`config.mk`:
```
export PLATFORM = sky130hd
export DESIGN_NAME = gray_counter_n_flat
export DESIGN_NICKNAME = d
export VERILOG_FILES = /design/src/rtl/gray_counter_n_if.sv /design/src/rtl/gray_counter_n.sv /design/src/flat_wrapper.sv
export SDC_FILE = /design/constraint.sdc
export NUM_CORES = 1
export LEC_CHECK = 0
export CELL_PAD_IN_SITES_DETAIL_PLACEMENT = 0
export CELL_PAD_IN_SITES_GLOBAL_PLACEMENT = 1
export CORE_MARGIN = 8
export CORE_UTILIZATION = 28
export CTS_CLUSTER_DIAMETER = 150
export DETAILED_ROUTE_END_ITERATION = 6
export GPL_ROUTABILITY_DRIVEN = 0
export MAX_ROUTING_LAYER = met4
export PLACE_DENSITY = 0.67
export SYNTH_ARGS = -nofsm -noshare
export SYNTH_HDL_FRONTEND = slang
export SYNTH_SLANG_ARGS = --single-unit
```
`constraint.sdc`:
```
create_clock -name Clk -period 1.5 [get_ports Clk]
set_input_delay 0.225 -clock Clk [delete_from_list [all_inputs] [get_ports Clk]]
set_output_delay 0.225 -clock Clk [all_outputs]
set_load 0.005 [all_outputs]
```
`src/rtl/gray_counter_n_if.sv`:
```
// gray_counter_n_if: control and result bundle for the gray_counter_n counter.
//
// Signal semantics (no handshake; every signal is sampled or updated on each
// rising clock edge):
//   master drives En/Up/Load/Load_Value and must hold them stable across the
//   rising edge; slave returns Output/Binary/Overflow, all registered and
//   updated one edge after the controls that caused them.
interface gray_counter_n_if #(
  parameter int WIDTH = 3
);
  logic             En;
  logic             Up;
  logic             Load;
  logic [WIDTH-1:0] Load_Value;
  logic [WIDTH-1:0] Output;
  logic [WIDTH-1:0] Binary;
  logic             Overflow;

  modport master (
    output En, Up, Load, Load_Value,
    input  Output, Binary, Overflow
  );

  modport slave (
    input  En, Up, Load, Load_Value,
    output Output, Binary, Overflow
  );
endinterface

```
`src/rtl/gray_counter_n.sv`:
```
// gray_counter_n: parametrised up/down Gray-code counter with synchronous load.
// The count is kept in binary; the Gray output is registered from the next
// binary value so it never passes through a combinational decode and flips
// exactly one bit per enabled step.
//
// Build option: define GRAY_SATURATE_EN to make the counter stop at its
// terminal values (Overflow becomes a level while pushing past a terminal)
// instead of wrapping (Overflow is a one-cycle pulse on each wrap).
module gray_counter_n #(
  parameter int          WIDTH    = 3,
  parameter int unsigned INIT_BIN = 0
) (
  input  logic            Clk,
  input  logic            Reset,
  gray_counter_n_if.slave bus
);

  localparam logic [WIDTH-1:0] INIT_B  = INIT_BIN[WIDTH-1:0];
  localparam logic [WIDTH-1:0] INIT_G  = INIT_B ^ (INIT_B >> 1);
  localparam logic [WIDTH-1:0] MAX_BIN = {WIDTH{1'b1}};
  localparam logic [WIDTH-1:0] ZERO    = '0;
  localparam logic [WIDTH-1:0] ONE     = {{(WIDTH-1){1'b0}}, 1'b1};

  logic [WIDTH-1:0] bin_q;
  logic [WIDTH-1:0] gray_q;
  logic             ovf_q;

  logic [WIDTH-1:0] bin_next;
  logic             ovf_next;

  // Gray to binary: each binary bit is the XOR of all Gray bits at or above it.
  function automatic logic [WIDTH-1:0] gray2bin(input logic [WIDTH-1:0] g);
    logic [WIDTH-1:0] b;
    b[WIDTH-1] = g[WIDTH-1];
    for (int i = WIDTH - 2; i >= 0; i--) begin
      b[i] = b[i+1] ^ g[i];
    end
    return b;
  endfunction

  // Next-state selection: load beats count enable, which beats hold.
  always_comb begin
    bin_next = bin_q;
    ovf_next = 1'b0;
    if (bus.Load) begin
      bin_next = gray2bin(bus.Load_Value);
    end else if (bus.En) begin
      if (bus.Up) begin
        if (bin_q == MAX_BIN) begin
          ovf_next = 1'b1;
`ifdef GRAY_SATURATE_EN
          bin_next = bin_q;
`else
          bin_next = ZERO;
`endif
        end else begin
          bin_next = bin_q + ONE;
        end
      end else begin
        if (bin_q == ZERO) begin
          ovf_next = 1'b1;
`ifdef GRAY_SATURATE_EN
          bin_next = bin_q;
`else
          bin_next = MAX_BIN;
`endif
        end else begin
          bin_next = bin_q - ONE;
        end
      end
    end
  end

  // State, Gray output and flag registers; reset takes effect without a clock.
  always_ff @(posedge Clk or negedge Reset) begin
    if (!Reset) begin
      bin_q  <= INIT_B;
      gray_q <= INIT_G;
      ovf_q  <= 1'b0;
    end else begin
      bin_q  <= bin_next;
      gray_q <= bin_next ^ (bin_next >> 1);
      ovf_q  <= ovf_next;
    end
  end

  assign bus.Output   = gray_q;
  assign bus.Binary   = bin_q;
  assign bus.Overflow = ovf_q;

endmodule

```
`src/flat_wrapper.sv`:
```
// flat-port wrapper written by rule: the top's interface ports become plain ports
module gray_counter_n_flat 
#(
  parameter int          WIDTH    = 3,
  parameter int unsigned INIT_BIN = 0
)
  (Clk, Reset, bus_En, bus_Up, bus_Load, bus_Load_Value, bus_Output, bus_Binary, bus_Overflow);
  gray_counter_n_if #(.WIDTH(WIDTH)) bus_i ();
  input  logic Clk;
  input  logic Reset;
  input wire logic [$bits(bus_i.En)-1:0] bus_En;
  input wire logic [$bits(bus_i.Up)-1:0] bus_Up;
  input wire logic [$bits(bus_i.Load)-1:0] bus_Load;
  input wire logic [$bits(bus_i.Load_Value)-1:0] bus_Load_Value;
  output wire logic [$bits(bus_i.Output)-1:0] bus_Output;
  output wire logic [$bits(bus_i.Binary)-1:0] bus_Binary;
  output wire logic [$bits(bus_i.Overflow)-1:0] bus_Overflow;
  assign bus_i.En = bus_En;
  assign bus_i.Up = bus_Up;
  assign bus_i.Load = bus_Load;
  assign bus_i.Load_Value = bus_Load_Value;
  assign bus_Output = bus_i.Output;
  assign bus_Binary = bus_i.Binary;
  assign bus_Overflow = bus_i.Overflow;
  gray_counter_n #(.WIDTH(WIDTH), .INIT_BIN(INIT_BIN)) u_core (.Clk(Clk), .Reset(Reset), .bus(bus_i));
endmodule
```
Yosys cells after proc, flatten, opt, wreduce, memory -nomap -nowiden
Index checks and enable logic that the tools add are counted.
{ "op_classes": {"reduce_logical": 1, "muxes": 10, "n_bitwise": 3, "n_eq_ne": 1, "n_addsub": 2} }
{ "ops": {"columns": ["cell", "n"], "rows": [
  ["$mux 3", 5],
  ["$mux 1", 5],
  ["$add 3x1->3 const B", 1],
  ["$eq 3x3->1 const B", 1],
  ["$logic_not 3->1", 1],
  ["$sub 3x1->3 const B", 1],
  ["$xor 3x2->3", 1],
  ["$xor 1x1->1", 2]
]} }
{ "totals": {"reg_bits": 7, "out_inout_bits": 7, "wordCells": 20, "in_bits": 8} }

Depth between registers and ports, before layout
Gate-level depths: netlist of run 1.
{ "logic_depth": {"word_depth": 6, "depth_mapped": 6, "depth_no_buf": 6} }

Worst setup path after synthesis of run 1
No wires, ideal clock.
{ "synth_timing": {"path_kind": "register to register", "start": "register u_core.bin_q[0], in the netlist u_core.bus.Binary[0]", "end": "register u_core.gray_q[1], in the netlist u_core.bus.Output[1]", "path_buffers": 0, "stages_incl_launch_ff": 7, "required_ns": 1.368, "setup_time_ns": 0.132, "setup_slack_ns": -0.193, "t_arrival_ns": 1.561, "period_less_slack_ns": 1.693, "path_cell_list": "dfrtp_1 > ha_1 > ha_1 > and3b_2 > nor4_2 > xor2_1 > o21ai_1"} }
{ "synth_via": {"elab_chain_len": 6, "word_cells_on_any_way": 10, "cone_classes": "add/sub (2); eq/ne (1); mux (5); bitwise (1); reduce/logical (1)"} }
{ "synth_rtl": {"columns": ["element", "line", "text"], "rows": [
  ["from (decl)", "gray_counter_n.sv:24", "logic [WIDTH-1:0] bin_q;"],
  ["from (signal assigned)", "gray_counter_n.sv:81", "bin_q <= bin_next;"],
  ["$sub 3x1->3 (tied with other cells)", "gray_counter_n.sv:68", "bin_next = bin_q - ONE;"],
  ["$mux 3 (on tied branches)", "gray_counter_n.sv:60, gray_counter_n.sv:49", null],
  ["$mux 3 (*)", "gray_counter_n.sv:48", "if (bus.Up) begin"],
  ["$mux 3 (*)", "gray_counter_n.sv:47", "end else if (bus.En) begin"],
  ["$mux 3 (*)", "gray_counter_n.sv:45", "if (bus.Load) begin"],
  ["$xor 3x2->3 (*)", "gray_counter_n.sv:82", "gray_q <= bin_next ^ (bin_next >> 1);"],
  ["to (signal assigned)", "gray_counter_n.sv:82", null],
  ["to (decl)", "gray_counter_n.sv:25", "logic [WIDTH-1:0] gray_q;"]
]} }
Mark *: on every way between the ends. The rest lies on a longest branch, timed or not.

Worst setup path after layout of run 1
Same ends and word-level chain as after synthesis.

==> results of run 1 <==
## cell families (layout without fill, tap and decap cells)
family / count (synthesis) / count (layout)
simple gates: 15 / 15
fa+ha+maj: 4 / 4
compound gates: 9 / 9
buf+inv: 5 / 34
xor+xnor: 4 / 4
flops: 6 / 6
mux: 1 / 1
## worst register-to-register path: cells and delay by family (launching register included)
family / cells / cell delay [ns]
AO/OA/AOI/OAI: 1 / 0.07
XOR/XNOR: 1 / 0.19
adder cells (fa/ha/maj): 2 / 0.46
flip-flops: 1 / 0.40
AND/OR/NAND/NOR: 2 / 0.45
## cells in the final DEF, fill, tap and decap left out, types with 2 or more instances in the layout
cell	Yosys	final
ha_2	0	2
clkbuf_4	0	3
ha_1	4	2
clkdlybuf4s50_1	0	10
a21oi_1	4	4
xnor2_1	3	3
nor4_4	0	2
buf_4	1	14
nand2_1	3	3
dfrtp_1	6	6
dlygate4sd2_1	0	2
buf_6	0	2
## stage by stage
stage	total power [mW]	setup TNS, ns	util (%)	hold slack, ns
after floorplan	0.3562	-0.3888	-	-0.07059
after detailed placement	0.5155	-1.161	45.55	0.4938
after CTS	0.7008	-0.4813	49.75	0.2317
final	0.7082	-0.5102	50.92	0.2276
after global routing	0.7606	-0.8312	50.92	0.2488
after global placement	0.5183	-1.163	45.55	0.4954
## metal layers
metal / vias to the layer above / wire length [um] / track usage (%)
met2: 10 / 614 / 13.14
met5: - / 0 / -
met3: 4 / 77 / 5.023
met4: 0 / 16 / 3.873
li1: 219 / - / -
met1: 201 / 505 / 8.247
## path summary, 6_finish.rpt
path	start	end	slack, ns	cells after the start
worst min register to register	u_core.bus.Binary[2]	u_core.bus.Overflow	0.68	2
min in group Clk	bus_Load_Value[1]	u_core.bus.Output[1]	0.57	3
max in group asynchronous	Reset	u_core.bus.Binary[1]	1.05	1
worst max-delay path	u_core.bus.Binary[0]	u_core.bus.Output[1]	-0.18	6
worst min-delay path	Reset	u_core.bus.Overflow	0.23	1
worst max register to register	u_core.bus.Binary[0]	u_core.bus.Output[1]	-0.18	6
## where the power goes
part | internal [mW] | switching, mW
clock network | 0.0906 | 0.0602
logic | 0.209 | 0.141
registers | 0.189 | 0.0191
total | 0.488 | 0.220
## layout make-up
cell class | count | area (um^2)
fillers | 137 | 730.7
multi-input cells | 33 | 300.3
repair buffers | 29 | 257.7
flip-flops and latches | 6 | 150.1
clock buffers | 3 | 22.52
well taps | 16 | 20.02
inverters | 2 | 7.507
## synth_stat cells, drive strengths merged
| library cell | number | area (um^2) |
|---|---|---|
| dfrtp | 6 | 150.1 |
| a21oi | 4 | 20.02 |
| ha | 4 | 50.05 |
| nand2 | 3 | 11.26 |
| nor4 | 3 | 25.02 |
| xnor2 | 3 | 26.28 |
| buf | 2 | 12.51 |
| inv | 2 | 7.510 |
| or3b | 2 | 20.02 |
| a211oi | 1 | 7.510 |
| a21o | 1 | 8.760 |
| a311oi | 1 | 15.01 |
| and3 | 1 | 7.510 |
| and3b | 1 | 10.01 |
| and4b | 1 | 11.26 |
| clkbuf | 1 | 3.750 |
| mux2 | 1 | 11.26 |
| nand2b | 1 | 6.260 |
| nand3 | 1 | 5.000 |
| nor2 | 1 | 3.750 |
| nor2b | 1 | 6.260 |
| o21ai | 1 | 5.000 |
| o21bai | 1 | 7.510 |
| xor2 | 1 | 8.760 |
## repair_timing
| item | CTS | global route |
|---|---|---|
| resized for setup | 8 | 3 |
| pin swaps | 2 | 0 |
| endpoints found under the setup margin | 6 | 6 |
| cloned | 0 | 0 |
| hold buffers | 0 | 0 |
| buffers inserted | 3 | 1 |
## sequential cells by signal, summed over array words and instances (netlist names)
register,count
u_core.bus.Overflow,1
u_core.bus.Binary,3
u_core.bus.Output,2
==> results.txt, run 1 <==
Post-Layout Cell Count: 89
Worst-path clk slew: 0.04 ns
Final setup fails: 4
Cts bufs inserted: 3
Failing checks: setup timing
Drc violations: 0
Synth Cell Area: 440.4 um^2
Max rail drop VDD: 0.5523 mV
Hpwl dp: 916.6 um
CTS HTree Levels: 1
Setup crit start kind: register
Post-Synth Adder-Cell Area: 11.36%
Initial antenna violation count: 0
Buf/Inv on CP: 0
Crit Path Max Fanout: 3
Vias in the first global route: 489
Die Span X: 55.66 um
Multiplexer share of the synthesized area: 2.557%
Syn_nets: 56
Worst clock skew: 0.0007322 ns
TritonCTS clock tree: built
Final instance area: 758.2 um^2
PnR worst setup slack: -0.1802 ns
Total wire length: 1.213 mm
Skew-Pair Late Insertion Delay: 0.25 ns
Critical path cell sequence: ha_2 > ha_1 > and3b_2 > nor4_4 > xor2_1 > o21ai_1
Hold WC Path Type: in2async
Die area: 0.003098 mm^2
Cell class contributing the biggest share of worst-path delay: adder cells
Core area: 0.001489 mm^2
Status: complete, but fails checks
CTS max path bufs: 2
Fmax: 595.2 MHz
Worst EP arrival: 1.81 ns
Area Growth Syn to Fin: 72.16%
Cells after Synth: 44
Clock Sinks: 6
Pre-CTS setup slack: -0.3328 ns
RSZ-0062 raised after global routing: yes
Cell Pwr Density: 934.1 mW/mm^2
Total Nets Final: 87
FP Rows: 14
Kind of critical path: reg2reg
Largest family of logic cells by synthesized area: simple AND/OR/NAND/NOR gates
Crit end category: register
Post-route ant nets: 0
Avg Inst Size Synth: 10.01 um^2
Largest net degree at the start of global routing: 8
Placed Area: 678.2 um^2
Static leakage: 0.3458 nW
Max-cap violations: 0
Compound-gate portion of the synthesized area: 14.49%
Slew @ Worst Pin: 0.3239 ns
CTS Root Cell: clkbuf_4
Synth cell types: 27
First-pass GRT wire length: 2.070 mm
Final hold viol count: 0
Tmin final: 1.680 ns
Post-synthesis sequential area ratio: 34.09%
Crit path required time: 1.63 ns
# diodes: 0
Placed Cells incl. Taps: 82
Pins Over Slew Limit: 0
1st-iter DRT viols: 2
DR vias/cell: 4.876
I/O Pins: 15
Total number of vias: 434
Synth Register Bits: 6
Crit-path slowest cell: dfrtp_1
Port-buffer cells: 14
DR WL/cell: 13.63 um
Starting density of the core: 29.58%
CP peak stage delay: 0.40 ns
Overall routing resource usage: 8.435%
Share of cells above drive strength 1: 43.84%
Period utilization: 112.0%
Total grt overflow: 0
Slew margin rel.: 78.25%
Synth Area in Simple Gates: 24.15%
TritonRoute pass-1 iters: 2
Yosys warns: 0
Die extent in y: 55.66 um
Synth Area in XOR/XNOR: 7.955%
Power figures use the tool's default switching activity.
==> inputs of run 2 (changes only) <==
PLACE_DENSITY = default   (was 0.67)
PLACE_DENSITY_LB_ADDON = 0.1   (was default)
==> results.txt, run 2 (synthesis gave the netlist of run 1 again) <==
Fillers: 148 (+8.0%)
Hold WC Path Type: in2async
Most frequent cells in the layout: 14 x buf_4, 11 x clkdlybuf4s50_1, 6 x dfrtp_1, 4 x a21oi_1
Total grt overflow: 0 (unchanged)
Skew-Pair Late Insertion Delay: 0.25 ns (about the same)
Seq pwr share: 28.4% (-0.9 points)
Hpwl dp: 1.081 mm (+18%)
Post-route ant nets: 0 (unchanged)
I/O Pins: 15 (unchanged)
Worst-path clk slew: 0.05 ns (about the same)
Post-Route Setup TNS: -0.7044 ns (-0.1943 ns)
Pre-CTS setup slack: -0.3367 ns (-0.003953 ns)
Final hold viol count: 0 (unchanged)
Cell Pwr Density: 925.6 mW/mm^2 (-0.91%)
DR WL/cell: 15.58 um (+14%)
Cts bufs inserted: 3 (unchanged)
Max reg flops: 3 (unchanged)
Total number of vias: 439 (+1.2%)
Die Span X: 55.66 um (unchanged)
Clock Sinks: 6 (unchanged)
Period utilization: 116.2% (+4.2 points)
RSZ-0062 raised after global routing: yes
Share of cells above drive strength 1: 45.95% (+2.1 points)
FF/Latch Area: 150.1 um^2 (unchanged)
Status: complete, but fails checks
Worst EP arrival: 1.87 ns (+0.06 ns)
Starting density of the core: 29.58% (unchanged)
DR vias/cell: 4.878 (about the same)
Fmax: 573.7 MHz (-3.6%)
Total Nets Final: 88 (+1.1%)
NetSw: 0.2379 mW (+8.2%)
Drc violations: 0 (unchanged)
Crit path required time: 1.63 ns (about the same)
Final instance area: 802.0 um^2 (+5.8%)
Clk pwr share: 20.3% (-1.0 points)
Die area: 0.003098 mm^2 (unchanged)
Static leakage: 0.3471 nW (+0.37%)
FP Rows: 14 (unchanged)
Slew margin rel.: 80.61% (+2.4 points)
Largest net degree at the start of global routing: 7 (-1)
Port-buffer cells: 14 (unchanged)
First-pass GRT wire length: 2.373 mm (+15%)
CTS Root Cell: clkbuf_4
Slew @ Worst Pin: 0.2888 ns (-0.03510 ns)
Initial antenna violation count: 0 (unchanged)
Crit Path Max Fanout: 4 (+1)
Area Growth Syn to Fin: 82.10%
TritonCTS clock tree: built
Vias in the first global route: 511 (+4.5%)
Tmin final: 1.743 ns (+0.06289 ns)
Post-CTS Hold Fix Bufs: 0 (unchanged)
Placed Area: 685.7 um^2 (+1.1%)
Comb pwr share: 51.3% (+1.9 points)
Total wire length: 1.402 mm (+16%)
Crit end category: register
Failing checks: setup timing
Final Util: 53.87% (+2.9 points)
Final setup fails: 4 (unchanged)
Overall routing resource usage: 9.652% (+1.2 points)
CTS max path bufs: 2 (unchanged)
Max rail drop VDD: 0.4793 mV (-13%)
Worst clock skew: 0.005289 ns (+0.004556 ns)
PnR worst setup slack: -0.2431 ns (-0.06289 ns)
Core area: 0.001489 mm^2 (unchanged)
Commonest non-fill, non-tap cell in the layout: buf_4
CTS HTree Levels: 1 (unchanged)
Die extent in y: 55.66 um (unchanged)
Switching share of power: 32.04% (+1.0 points)
Setup crit start kind: register
Reg-to-reg slack, setup: -0.24 ns (-0.06 ns)
TritonRoute pass-1 iters: 4 (+2)
PnR Total Power: 0.7423 mW (+4.8%)
# diodes: 0 (unchanged)
Multi-input gate area: 337.8 um^2 (+13%)
Kind of critical path: reg2reg
Pint: 0.5045 mW (+3.3%)
Max-cap violations: 0 (unchanged)
1st-iter DRT viols: 3 (+1)
Pins Over Slew Limit: 0 (unchanged)
[run 2: path summary, 6_finish.rpt]
check | start | to | cells after the start
worst max register to register | u_core.bus.Binary[0] | u_core.bus.Output[1] | 6
min in group Clk | bus_Load_Value[1] | u_core.bus.Output[1] | 3
worst max-delay path | u_core.bus.Binary[0] | u_core.bus.Output[1] | 6
worst min-delay path | Reset | u_core.bus.Output[0] | 1
max in group asynchronous | Reset | u_core.bus.Output[1] | 1
worst min register to register | u_core.bus.Binary[2] | u_core.bus.Overflow | 3
[run 2: stage by stage]
| step | hold slack [ns] | std cells |
|---|---|---|
| after global placement | 0.4931 | 83 |
| after floorplan | -0.07059 | 44 |
| after CTS | 0.2312 | 88 |
| final | 0.2227 | 90 |
| after detailed placement | 0.4952 | 83 |
| after global routing | 0.2249 | 90 |
[run 2: critical path: stages (launching register included)]
cell and delay (ns):
dfrtp_1 0.42, ha_2 0.22, ha_4 0.25, and3b_2 0.21, nor4_4 0.24, xor2_1 0.20
o21ai_1 0.08
[run 2: power groups by stage]
stage	registers [mW]	clock network (mW)	logic, mW
finish	0.211	0.151	0.381
global route	0.215	0.179	0.417
CTS	0.212	0.156	0.357
detailed placement	0.210	0	0.313
global placement	0.208	0	0.307
floorplan	0.215	0	0.141
[run 2: repair_timing]
item | in CTS | in global routing
gates cloned | 0 | 0
setup buffers | 2 | 2
pin swaps | 3 | 4
endpoints found under the setup margin | 7 | 6
gates resized for setup | 12 | 3
[run 2: metal layers]
layer	wire length, um	up-vias	track usage (%)
met1	605	206	10.03
met4	13	0	3.169
met2	732	13	16.19
li1	-	218	-
met3	51	2	3.881
met5	0	-	-
[run 2: cell type report]
class | instances | share of cell area (%)
Sequential cell | 6 | 18.72
Timing Repair Buffer | 30 | 32.92
Multi-Input combinational cell | 33 | 42.12
Tap cell | 16 | 2.496
Inverter | 2 | 0.9360
Clock buffer | 3 | 2.808
==> edit 1 (settings of run 2) <==
`WIDTH` is set to 3 in 3 places; all go to 6.
--- a/src/rtl/gray_counter_n_if.sv
+++ b/src/rtl/gray_counter_n_if.sv
@@ -7,5 +7,5 @@
 //   updated one edge after the controls that caused them.
 interface gray_counter_n_if #(
-  parameter int WIDTH = 3
+  parameter int WIDTH = 6
 );
   logic             En;
--- a/src/rtl/gray_counter_n.sv
+++ b/src/rtl/gray_counter_n.sv
@@ -8,5 +8,5 @@
 // instead of wrapping (Overflow is a one-cycle pulse on each wrap).
 module gray_counter_n #(
-  parameter int          WIDTH    = 3,
+  parameter int          WIDTH    = 6,
   parameter int unsigned INIT_BIN = 0
 ) (
--- a/src/flat_wrapper.sv
+++ b/src/flat_wrapper.sv
@@ -2,5 +2,5 @@
 module gray_counter_n_flat 
 #(
-  parameter int          WIDTH    = 3,
+  parameter int          WIDTH    = 6,
   parameter int unsigned INIT_BIN = 0
 )
Ports: changed (resized bus_Binary, bus_Load_Value and bus_Output); port bits go from 15 to 24. The function was not compared with the original's and may differ.
==> edit 1 against run 2 <==
Critical endpoint is now u_core.bus.Binary[4]$_DFF_PN0_. Count of clock-buffer cells in the layout up 1. Non-clock buffer count grew 23. Cell area increased by 96%. Routed wire length grew 77%. Final cell count up 94%. Setup slack got worse by 61 ps. Fmax fell by 3.4%. Die area up 66%. Clock power increased by 66%. Largest cell class unchanged. The flow still finishes with violations (negative setup slack). Critical path type unchanged. Synthesized area up 97%. Sequential cell count increased by 6. First-iteration DRC count rose to 5.7 times the old value. Highest routed layer unchanged. Power grew to 2.6 times the old value.
==> edit 1: results <==
{
  "status": "finished, violations left",
  "rr_startpoint": "u_core.bus.Binary[1]$_DFF_PN0_",
  "synth_compound_area_frac": 0.194,
  "insertion_delay_ps": 270,
  "crit_slowest_cell": "dfrtp_2",
  "place_hpwl_um": 2000,
  "drive_gt1_frac": 0.458,
  "worst_pin_slew_ps": 531,
  "setup_viol_count_final": 11,
  "peakVddDrop_mv": 0.491,
  "setup_slack_ps": -304,
  "num-nets-final": 157,
  "synth_area_leaders": "dfrtp_1 (35%), xnor2_1 (8.1%), xor2_1 (8.1%)",
  "totalNegativeSetupSlack_ps": -2010,
  "io_buffers": 23,
  "synth_nets": 105,
  "grt_max_degree": 13,
  "synthAdderAreaFrac": 0.0432,
  "path_clk_slew_ps": 70,
  "finClkSkew_ps": 4.32,
  "grt_pass1_wl_um": 4260,
  "grt_pass1_vias": 929,
  "violations": "negative setup slack",
  "yosys-mux-area-fraction": 0.0245,
  "num-fill-cells": 280,
  "cp_top_family": "flip-flops",
  "yosys.area_share.xor_xnor": 0.161,
  "r2r_end": "u_core.bus.Binary[4]$_DFF_PN0_",
  "vias": 833
}
## edit 1: changes by cell type after synthesis, moves of 3 or more
cell and delta:
dfrtp_1 +6, xnor2_1 +5, nor3b_1 +3, nand3_1 +3, nor2_1 +4, o21ai_0 +4, xor2_1 +7, inv_1 +4
## edit 1: area by class of cell
type | instances | area, um^2 | share of cell area
inverter | 6 | 32.5 | 0.0207
timing repair buffer | 53 | 494 | 0.314
clock buffer | 4 | 36.3 | 0.0230
sequential | 12 | 307 | 0.195
tap | 33 | 41.3 | 0.0262
multi-input combinational | 67 | 664 | 0.422
## edit 1: how the worst max path moves through the flow
stage,from,to,slack (ps),cells after the start
detailed placement,u_core.bus.Binary[1]$_DFF_PN0_,u_core.bus.Output[4]$_DFF_PN0_,-370,6
global route,u_core.bus.Binary[0]$_DFF_PN0_,u_core.bus.Output[4]$_DFF_PN0_,-420,8
global placement,bus_Load_Value[5],u_core.bus.Binary[0]$_DFF_PN0_,-350,6
floorplan,u_core.bus.Binary[5]$_DFF_PN0_,u_core.bus.Output[2]$_DFF_PN0_,-200,5
finish,u_core.bus.Binary[1]$_DFF_PN0_,u_core.bus.Binary[4]$_DFF_PN0_,-300,9
CTS,u_core.bus.Binary[1]$_DFF_PN0_,u_core.bus.Output[3]$_DFF_PN0_,-280,8
## edit 1: layer usage
metal,track usage,share of wire
met5,-,0
met4,0.0340,0.0092
met3,0.0293,0.041
met2,0.180,0.49
met1,0.115,0.46
## edit 1: logic make-up (layout without fill, tap and decap cells)
| group | count (synthesis) | after routing |
|---|---|---|
| AO/OA/AOI/OAI | 22 | 22 |
| AND/OR/NAND/NOR | 24 | 24 |
| multiplexers | 2 | 2 |
| buffers and inverters | 12 | 63 |
| flip-flops | 12 | 12 |
| adder cells (fa/ha/maj) | 3 | 3 |
| XOR/XNOR | 16 | 16 |
## edit 1: what timing repair did
| action | CTS | global route |
|---|---|---|
| resized for setup | 26 | 20 |
| endpoints found under the setup margin | 17 | 13 |
| hold buffers | 0 | 0 |
| buffers inserted | 5 | 6 |
| pin swaps | 6 | 19 |
## edit 1: through the flow
| stage | util | std cells |
|---|---|---|
| 3_3_place_gp | 0.447 | 164 |
| 2_1_floorplan | - | 91 |
| 3_5_place_dp | 0.447 | 164 |
| 4_1_cts | 0.496 | 173 |
| 6_report | 0.525 | 175 |
| 5_1_grt | 0.525 | 175 |
## edit 1: report_power, final
part	switching [mW]	internal, mW	leakage (nW)
Combinational	0.521	0.666	0.499
Clock	0.103	0.147	0.0210
Sequential	0.0775	0.421	0.138
Total	0.701	1.23	0.657
==> edit 2 (config.mk and constraints of run 2) <==
Without the edit above. Reset style: synchronous (`Reset`), changed in one clocked block.
--- a/src/rtl/gray_counter_n.sv
+++ b/src/rtl/gray_counter_n.sv
@@ -73,5 +73,5 @@
 
   // State, Gray output and flag registers; reset takes effect without a clock.
-  always_ff @(posedge Clk or negedge Reset) begin
+  always_ff @(posedge Clk) begin
     if (!Reset) begin
       bin_q  <= INIT_B;
Function: differs if Reset is asserted again (counterexample within 4 cycles, from zero or initial values and one cycle with Reset low); with Reset held inactive, the same outputs for 10 cycles.
==> edit 2 against run 2 <==
The flow still finishes with violations (negative setup slack). Routed wire length decreased by 17%. Power down 21%. Setup slack improved by 180 ps. Cell area shrank 1.2%. Synthesized area fell by 8.8%. Via count grew 4.6%. Sequential cell count unchanged. Non-clock buffer count shrank 1.
==> edit 2: results <==
{
  "leakage_nw": 0.339,
  "synth_async_sr_flop_share": 0,
  "min_from": "Reset",
  "violations": "negative setup slack",
  "use_met3": 0.0441,
  "globalRouteMet1Util": 0.103,
  "r2r_end": "u_core.bus.Output[1]$_SDFF_PN0_",
  "detail_route.first_pass.iterations": 3,
  "yosysSeqAreaShare": 0.299,
  "synth_nets": 58,
  "peakVddDrop_mv": 0.557,
  "place_ws_ps": -301,
  "worstHoldPathType": "primary input to register",
  "drt-total-wl_um": 1160,
  "totalNegativeSetupSlack_ps": -151,
  "grt_pass1_wl_um": 2010,
  "finClkSkew_ps": 0.260,
  "ys_types": 23,
  "rr_startpoint": "u_core.bus.Binary[0]$_SDFF_PN0_",
  "status": "finished, violations left",
  "grt.met2_usage": 0.154,
  "crit_arrival_ps": 1750,
  "drive_gt1_frac": 0.455,
  "worst_pin_slew_ps": 393,
  "num-fill-cells": 111,
  "grt_pass1_vias": 473,
  "num-nets-final": 91,
  "synth_area_leaders": "dfxtp_1 (30%), ha_1 (12%), a211o_1 (6.5%)",
  "grt_usage": 0.0955,
  "setup_slack_ps": -63.4,
  "place_hpwl_um": 955,
  "setup_viol_count_final": 4
}
## edit 2: worst max-delay path by stage
| stage | slack, ps | to | from | cells past startpoint |
|---|---|---|---|---|
| floorplan | -20 | u_core.bus.Output[1]$_SDFF_PN0_ | u_core.bus.Binary[0]$_SDFF_PN0_ | 6 |
| global placement | -300 | u_core.bus.Output[0]$_SDFF_PN0_ | bus_Up | 5 |
| detailed placement | -300 | u_core.bus.Output[0]$_SDFF_PN0_ | bus_Up | 5 |
| CTS | -70 | u_core.bus.Output[1]$_SDFF_PN0_ | u_core.bus.Binary[0]$_SDFF_PN0_ | 6 |
| global route | -160 | u_core.bus.Output[1]$_SDFF_PN0_ | u_core.bus.Binary[0]$_SDFF_PN0_ | 6 |
| finish | -60 | u_core.bus.Output[1]$_SDFF_PN0_ | u_core.bus.Binary[0]$_SDFF_PN0_ | 6 |
## edit 2: area by class of cell
cell class	instances	area share
multi-input combinational	35	0.439
timing repair buffer	29	0.322
sequential	6	0.161
clock buffer	3	0.0284
inverter	4	0.0253
tap	15	0.0237
## edit 2: stage by stage
step                      cell area (um^2)  hold slack (ps)  cells
after floorplan                        435              371     46
final                                  792              587     92
after CTS                              769              588     92
after detailed placement               692              822     88
after global routing                   792              599     92
after global placement                 692              811     88
## edit 2: worst max-delay path, stage by stage (launching register included)
cell,delay [ps]
dfxtp_4,360
inv_4,50
ha_4,150
or3_4,370
a221oi_4,280
o211ai_1,160
a21oi_2,130
## edit 2: per-layer routing
metal,up-vias,routed length (um)
met2,10,598
met4,0,0
met5,-,0
met3,0,77
li1,230,-
met1,219,485
## edit 2: what timing repair did
action                                  CTS  global route
endpoints found under the hold margin     0             0
endpoints found under the setup margin    4             5
gates resized for setup                  10             6
pin swaps                                 4             5
buffers inserted                          1             0
## edit 2: logic make-up (layout without fill, tap and decap cells)
family | after synthesis | count (layout) | share of synthesized area
muxes | 1 | 1 | 0.0280
DFF | 6 | 6 | 0.299
buffers and inverters | 5 | 36 | 0.0561
adders and majority gates | 4 | 4 | 0.125
and+or+nand+nor | 14 | 14 | 0.193
AOI/OAI and AO/OA | 14 | 14 | 0.255
xor gates and xnor gates | 2 | 2 | 0.0436
## edit 2: where the power goes
group / switching, mW / leakage (nW) / internal, mW
Sequential: 0.0130 / 0.0509 / 0.175
Combinational: 0.0958 / 0.274 / 0.151
Clock: 0.0621 / 0.0138 / 0.0908
Total: 0.171 / 0.339 / 0.417
